===== src/rtl/uart_arb_pkg.sv =====
// Shared definitions for the uart_tx byte arbiters: FSM encoding and counter width.
package uart_arb_pkg;

  typedef enum logic [1:0] {
    IDLE      = 2'd0,
    WAIT_DONE = 2'd1,
    GAP       = 2'd2
  } arb_state_t;

  // Width of the watchdog and inter-byte gap counters.
  localparam int CNT_W = 16;

endpackage


===== src/rtl/uart_rr_pick.sv =====
// Round-robin picker: first set request at or above ptr, wrapping modulo NUM_REQ.
module uart_rr_pick #(
  parameter int NUM_REQ = 4,
  parameter int IDX_W   = $clog2(NUM_REQ)
) (
  input  logic [NUM_REQ-1:0] req,
  input  logic [IDX_W-1:0]   ptr,
  output logic               any,
  output logic [IDX_W-1:0]   g
);

  // Scan from farthest to nearest so the closest set bit after ptr wins.
  always_comb begin
    int idx;
    idx = 0;
    any = 1'b0;
    g   = '0;
    for (int i = NUM_REQ - 1; i >= 0; i--) begin
      idx = int'(ptr) + i;
      if (idx >= NUM_REQ) idx = idx - NUM_REQ;
      if (req[idx]) begin
        any = 1'b1;
        g   = IDX_W'(idx);
      end
    end
  end

endmodule


===== src/rtl/uart_tx_arbiter.sv =====
// Shares one uart_tx among NUM_REQ byte requesters: round-robin grant, hold until
// done or watchdog expiry, then an optional idle gap before the next grant.
module uart_tx_arbiter
  import uart_arb_pkg::*;
#(
  parameter int NUM_REQ      = 4,
  parameter int GAP_CLKS     = 0,
  parameter int TIMEOUT_CLKS = 2048,
  parameter int IDX_W        = $clog2(NUM_REQ)
) (
  input  logic                 i_Clock,
  input  logic                 i_Reset,
  input  logic [NUM_REQ-1:0]   i_Req_Valid,
  input  logic [8*NUM_REQ-1:0] i_Req_Byte,
  output logic [NUM_REQ-1:0]   o_Req_Ack,
  output logic                 o_Tx_DV,
  output logic [7:0]           o_Tx_Byte,
  input  logic                 i_Tx_Done,
  output logic [IDX_W-1:0]     o_Grant_Idx,
  output logic                 o_Busy,
  output logic                 o_Timeout
);

  localparam logic [CNT_W-1:0] WD_LAST  = CNT_W'(TIMEOUT_CLKS - 1);
  localparam logic [CNT_W-1:0] GAP_LAST = CNT_W'((GAP_CLKS > 0) ? GAP_CLKS - 1 : 0);
  localparam logic [IDX_W-1:0] IDX_MAX  = IDX_W'(NUM_REQ - 1);

  arb_state_t       state, state_n;
  logic [IDX_W-1:0] ptr;
  logic [IDX_W-1:0] pick_g;
  logic             pick_any;
  logic [CNT_W-1:0] wd_cnt;
  logic [CNT_W-1:0] gap_cnt;
  logic             launch;
  logic             finish;
  logic             expire;

  uart_rr_pick #(
    .NUM_REQ (NUM_REQ),
    .IDX_W   (IDX_W)
  ) u_pick (
    .req (i_Req_Valid),
    .ptr (ptr),
    .any (pick_any),
    .g   (pick_g)
  );

  always_ff @(posedge i_Clock or posedge i_Reset) begin
    if (i_Reset) state <= IDLE;
    else         state <= state_n;
  end

  // Done takes priority over watchdog expiry in the same cycle.
  always_comb begin
    state_n = state;
    launch  = 1'b0;
    finish  = 1'b0;
    expire  = 1'b0;
    case (state)
      IDLE: begin
        if (pick_any) begin
          launch  = 1'b1;
          state_n = WAIT_DONE;
        end
      end
      WAIT_DONE: begin
        if (i_Tx_Done) begin
          finish = 1'b1;
        end else if (wd_cnt == WD_LAST) begin
          finish = 1'b1;
          expire = 1'b1;
        end
        if (finish) state_n = (GAP_CLKS == 0) ? IDLE : GAP;
      end
      GAP: begin
        if (gap_cnt == GAP_LAST) state_n = IDLE;
      end
      default: state_n = IDLE;
    endcase
  end

  always_ff @(posedge i_Clock or posedge i_Reset) begin
    if (i_Reset) begin
      wd_cnt  <= '0;
      gap_cnt <= '0;
    end else begin
      if (launch)                  wd_cnt <= '0;
      else if (state == WAIT_DONE) wd_cnt <= wd_cnt + 1'b1;
      if (state == GAP) gap_cnt <= gap_cnt + 1'b1;
      else              gap_cnt <= '0;
    end
  end

  always_ff @(posedge i_Clock or posedge i_Reset) begin
    if (i_Reset) begin
      ptr         <= '0;
      o_Tx_DV     <= 1'b0;
      o_Tx_Byte   <= 8'h00;
      o_Req_Ack   <= '0;
      o_Grant_Idx <= '0;
      o_Timeout   <= 1'b0;
    end else begin
      o_Tx_DV   <= launch;
      o_Timeout <= expire;
      o_Req_Ack <= launch ? (NUM_REQ'(1) << pick_g) : '0;
      if (launch) begin
        o_Tx_Byte   <= i_Req_Byte[8*int'(pick_g) +: 8];
        o_Grant_Idx <= pick_g;
        ptr         <= (pick_g == IDX_MAX) ? '0 : pick_g + 1'b1;
      end
    end
  end

  assign o_Busy = (state != IDLE);

endmodule


===== config.mk =====
export PLATFORM = sky130hd
export DESIGN_NAME = uart_tx_arbiter
export DESIGN_NICKNAME = d
export VERILOG_FILES = /design/src/rtl/uart_arb_pkg.sv /design/src/rtl/uart_rr_pick.sv /design/src/rtl/uart_tx_arbiter.sv
export SDC_FILE = /design/constraint.sdc
export NUM_CORES = 1
export LEC_CHECK = 0
export BUFFER_PORTS_ARGS = -buffer_cell sky130_fd_sc_hd__buf_4
export CELL_PAD_IN_SITES_DETAIL_PLACEMENT = 0
export CELL_PAD_IN_SITES_GLOBAL_PLACEMENT = 1
export CORE_AREA = 5 5 75 77
export CTS_BUF_LIST = sky130_fd_sc_hd__clkbuf_8 sky130_fd_sc_hd__clkbuf_16
export DETAILED_ROUTE_END_ITERATION = 10
export DIE_AREA = 0 0 80 82
export PLACE_DENSITY_LB_ADDON = 0.1
export SLEW_MARGIN = 10
export SYNTH_ARGS = -nofsm -noshare
export SYNTH_HDL_FRONTEND = slang
export SYNTH_SLANG_ARGS = --single-unit

===== constraint.sdc =====
create_clock -name i_Clock -period 1.82 [get_ports i_Clock]
set_input_delay 0 -clock i_Clock [delete_from_list [all_inputs] [get_ports i_Clock]]
set_output_delay 0 -clock i_Clock [all_outputs]
set_load 0.02 [all_outputs]

## Yosys cells after proc, flatten, opt, wreduce, memory -nomap -nowiden

Cells that the tools add are included.

| storage, ports and cells | value |
|---|---|
| flip-flop bits (word level) | 52 |
| bits in latches | 0 |
| bits in writable memories | 0 |
| memory bits (read-only) | 0 |
| bits of input ports | 39 |
| logic and storage cells | 81 |
| memories kept | 0 |

| cells by class | value |
|---|---|
| add/sub/neg operators | 10 |
| $mul | 0 |
| div/mod/pow operators | 0 |
| magnitude comparators | 8 |
| equality and inequality tests | 7 |
| shift operators | 2 |
| muxes and demuxes | 40 |
| bitwise gates (word level) | 0 |
| reduce and logical (&&, ||, !) cells | 5 |

Operators with widths:

| kind | number |
|---|---|
| $lt A32 B4 Y1 const B | 4 |
| $mux W32 | 4 |
| $ge A32 B4 Y1 const B | 3 |
| $sub A32 B4 Y32 const B | 3 |
| $mux W16 | 3 |
| $add A16 B1 Y16 const B | 2 |
| $shiftx A32 B6 Y8 | 1 |
| $mux W1 | 19 |
| $eq A16 B11 Y1 const B | 1 |
| $logic_not A16 Y1 | 1 |
| $mux W2 | 8 |
| $bmux W1 S2 | 4 |
| $add A2 B2 Y3 const B | 2 |
| $ne A2 B2 Y1 const B | 3 |
| $pmux W2 S3 | 1 |
| $eq A2 B2 Y1 const B | 2 |
| $mux W4 | 1 |
| $reduce_bool A2 Y1 | 2 |
| $shl A1 B2 Y4 const A | 1 |
| $sub A2 B3 Y4 const B | 1 |
| $add A2 B1 Y3 const B | 1 |
| $ge A2 B3 Y1 const B | 1 |
| $reduce_and A3 Y1 | 1 |
| $add A2 B1 Y2 const B | 1 |
| other kinds (2) | 2 |

## Longest topological paths before layout

| depth | value |
|---|---|
| depth in word-level cells | 13 |
| gate-level depth with buffers | 8 |
| gate-level depth less buffers | 7 |

## By module

A second synthesis with hierarchy kept.

| second synthesis, totals | value |
|---|---|
| cells, all modules | 171 |
| area, all modules | 1799.2 µm² |

Modules (own cells, without submodules):

| module | instances | cells each | area an instance (µm²) | seq. area each (µm²) |
|---|---|---|---|---|
| uart_tx_arbiter | 1 | 158 | 1721.7 | 875.8 |
| uart_rr_pick | 1 | 13 | 77.6 | 0.0 |

## Least setup slack after synthesis

No wires, ideal clock.

| path | value |
|---|---|
| path kind | register to register |
| from | register state[0] |
| to | register wd_cnt[15] |
| library setup time | 0.079 ns |
| arrival time | 1.483 ns |
| data required time | 1.741 ns |
| path slack | 0.258 ns |
| stages on the path, launching flop included | 7 |
| path buffers | 2 |
| cell sequence | dfrtp_1 > buf_2 > and4_1 > clkbuf_1 > nand4_1 > nor3_1 > mux2i_1 |

| between the ends | value |
|---|---|
| longest elaborated chain between the ends | 3 |

Ends and longest elaborated chain:

| item | line | text |
|---|---|---|
| start, declared | uart_tx_arbiter.sv:28 | `arb_state_t state, state_n;` |
| start signal, assigned | uart_tx_arbiter.sv:50 | `else state <= state_n;` |
| $logic_not A2 Y1 | uart_tx_arbiter.sv:59 | `case (state)` |
| $mux W1 | uart_tx_arbiter.sv:59 |  |
| $mux W16 / $reduce_bool A2 Y1 (equally long branches) | n/a |  |
| end signal, assigned | uart_tx_arbiter.sv:88 | `else if (state == WAIT_DONE) wd_cnt <= wd_cnt + 1'b1;` |
| end, declared | uart_tx_arbiter.sv:32 | `logic [CNT_W-1:0] wd_cnt;` |

Several ways; a longest one is shown, not always the timed one.
A chain may end at the register's enable or synchronous reset.

## Worst setup path in the final report

| path | value |
|---|---|
| from | register ptr[0] |
| to | register o_Tx_Byte[5] |

| between the ends | value |
|---|---|
| longest elaborated chain between the ends | 12 |

Ends and longest elaborated chain:

| item | line | text |
|---|---|---|
| start, declared | uart_tx_arbiter.sv:29 | `logic [IDX_W-1:0] ptr;` |
| start signal, assigned | uart_tx_arbiter.sv:109 | `ptr <= (pick_g == IDX_MAX) ? '0 : pick_g + 1'b1;` |
| branches (longest 12 deep; another with $sub A32 B4 Y32) | n/a |  |
| end signal, assigned | uart_tx_arbiter.sv:107 | `o_Tx_Byte <= i_Req_Byte[8*int'(pick_g) +: 8];` |
| end, declared | uart_tx_arbiter.sv:17 | `output logic [7:0] o_Tx_Byte,` |

Several ways; the timed one is not identified. The select of a mux whose other input is x is not followed.

==> results.json <==
{
  "outcome": "complete, no violations",
  "cts_max_level": 2,
  "grt_antenna_before_repair": 0,
  "fin_cells": 300,
  "pre_cts_slack_ps": 250,
  "yosys_warnings": 0,
  "use_met3_pct": 4.82,
  "grt_pass1_wl_um": 7030,
  "final.period_utilization_pct": 85.4,
  "dieArea_mm2": 0.00656,
  "yosysTopAreaCell": "dfrtp_1",
  "io_pins": 56,
  "startpoint_type": "register",
  "clock_skew_ps": 6.45,
  "placed_area_mm2": 0.00224,
  "wl_um": 4170,
  "overflow": 0,
  "synthSimpleGateAreaFrac_pct": 19.6,
  "fmax_ghz": 0.643,
  "min_path_type": "input pin to register",
  "ys_types": 40,
  "use_met1_pct": 15.6,
  "hold_buffers": 2,
  "avgSynthCellArea_um2": 10.4,
  "post_cts_buffers": 0,
  "wl_per_cell_um": 13.9,
  "grt_max_degree": 36,
  "final-setup-viol-count": 0,
  "syn-num-nets": 211,
  "end_kind": "register",
  "nNetsFinal": 270,
  "synth_top_family_by_area": "simple AND/OR/NAND/NOR gates",
  "grt-busiest-layer": "met2",
  "synth_compound_area_share_pct": 10.2,
  "ir_drop_mv": 0.655,
  "drc": 0,
  "ctsResizeCount": 0,
  "rsz0062_at_grt": "no",
  "diodes": 0,
  "path_class": "register to register",
  "utilization_pct": 47.4,
  "slew_headroom_pct": 70.5,
  "syn_inst": 170,
  "tightest_slew_ps": 443,
  "place.gp.congestion": 0.764,
  "powerDensity_mw_per_mm2": 1300,
  "synth_sequential_area_ratio_pct": 49.7,
  "vias_per_cell": 4.83,
  "hold_ws_ps": 27.0,
  "grtUsageTotal_pct": 13.9,
  "use_met2_pct": 24.8,
  "num_vias": 1450,
  "drv_slew": 0,
  "synth_adder_area_share_pct": 1.42,
  "required_ps": 1960,
  "cts_sinks": 35,
  "ys_seq_elements": 35,
  "cp_data_arrival_time_ps": 1700,
  "die_h_um": 82,
  "grt_pass1_vias": 1524,
  "numCtsBuffers": 5,
  "postRouteAntennaNets": 0,
  "rows": 26,
  "regToRegSetupSlack_ps": 270,
  "fin_area_mm2": 0.00235,
  "drt_pass1_iterations": 4,
  "final_common_cell": "buf_4",
  "cts_tree": "done",
  "root_buffer": "clkbuf_8",
  "clk_latency_ps": 280,
  "synth_top_area_share_pct": 49.7,
  "place_inst": 290,
  "period_minus_slack_ps": 1550,
  "hold_viol_final": 0,
  "layout_common_cells": "58 x buf_4, 35 x dfrtp_1, 24 x nand2_1, 20 x mux2i_1, 10 x nor2_1",
  "setup_ws_ps": 266,
  "io_buffer_count": 55,
  "start_util_pct": 35.6,
  "synth_mux_area_share_pct": 12.0,
  "drt-initial-drc-count": 76,
  "drive_gt1_share_pct": 31.3,
  "synth_xor_area_share_pct": 1.99,
  "leakagePower_nw": 1.17,
  "dpl.hpwl_um": 3100,
  "synthTopCellsByArea": "dfrtp_1 50%, mux2i_1 11%, nand2_1 5.1%",
  "drv_cap": 0,
  "coreArea_mm2": 0.00494,
  "path_clk_slew_ps": 80,
  "clockBufferDepth": 2,
  "syn2layout_area_growth_pct": 33.2,
  "fin_total_pwr_mw": 3.05,
  "synth_area_mm2": 0.00176,
  "die_w_um": 80,
  "tns_ps": 0,
  "cp_max_fo": 19
}
-- cell type report --
cell class                 count  area (µm²)
inverter                       6        25.0
fill                         488        2600
sequential                    35         876
multi-input combinational    120         797
timing repair buffer          61         475
clock buffer                   5        68.8
clock inverter                 3        16.3
tap                           70        87.6
-- path summary, 6_finish.rpt --
path                            cells past startpoint                        to                    from
worst max register to register                      6  o_Tx_Byte[5]$_DFFE_PP0P_      ptr[0]$_DFFE_PP0P_
worst min-delay path                                3  o_Tx_Byte[3]$_DFFE_PP0P_          i_Req_Byte[27]
max in group asynchronous                           4      state[0]$_DFFE_PP0P_                 i_Reset
min in group asynchronous                           4    o_Req_Ack[1]$_DFF_PP0_                 i_Reset
worst max-delay path                                6  o_Tx_Byte[5]$_DFFE_PP0P_      ptr[0]$_DFFE_PP0P_
worst min register to register                      1    wd_cnt[15]$_DFFE_PP0P_  wd_cnt[15]$_DFFE_PP0P_
-- registers in the layout, indices dropped and copies added (netlist names) --
signal,count
o_Tx_DV,1
o_Timeout,1
o_Grant_Idx,2
state,1
o_Tx_Byte,8
o_Req_Ack,4
wd_cnt,16
ptr,2
-- Yosys cell counts --
library cell and instances:
a211o_1 1, a21o_1 1, a21oi_1 4, a22o_1 1
and2_1 2, and3_1 1, and4_1 2, buf_2 3
buf_4 1, buf_6 3, clkbuf_1 2, dfrtp_1 35
ha_1 2, inv_1 4, inv_2 1, inv_4 1
mux2_2 1, mux2i_1 20, nand2_1 24, nand2b_1 3
nand2b_4 1, nand3_1 7, nand4_1 6, nand4_2 1
nor2_1 10, nor2_2 1, nor2b_1 3, nor3_1 2
nor3b_1 1, nor4_1 1, nor4b_1 1, o211ai_1 1
o21ai_0 7, o21ai_1 1, o221ai_1 8, o31ai_1 1
o32a_1 1, or2_1 1, xnor2_1 1, xor2_1 3
-- power by group --
group	leakage, nW	switching [mW]	total, mW	internal (mW)
logic	0.667	0.757	1.37	0.615
clock network	0.0453	0.284	0.546	0.262
registers	0.459	0.148	1.14	0.988
-- metal layers --
layer  wire, µm  up-vias
met5          0        -
met4         27        0
met3        250        2
met2       2140       40
met1       1750      688
li1           -      720
-- critical path, cell delays in order, from the launching register on --
cell and delay (ps):
dfrtp_1 370, nor2b_1 70, a21o_1 150, a211o_1 340, buf_12 180, mux2i_1 180, o221ai_1 130
-- logic make-up (layout without fill, tap and decap cells) --
group	after synthesis	after routing
AO/OA/AOI/OAI	26	26
buffers and inverters	15	75
multiplexers	21	21
adder cells (fa/ha/maj)	2	2
AND/OR/NAND/NOR	67	67
XOR/XNOR	4	4
flip-flops	35	35
Power figures use the tool's default switching activity.
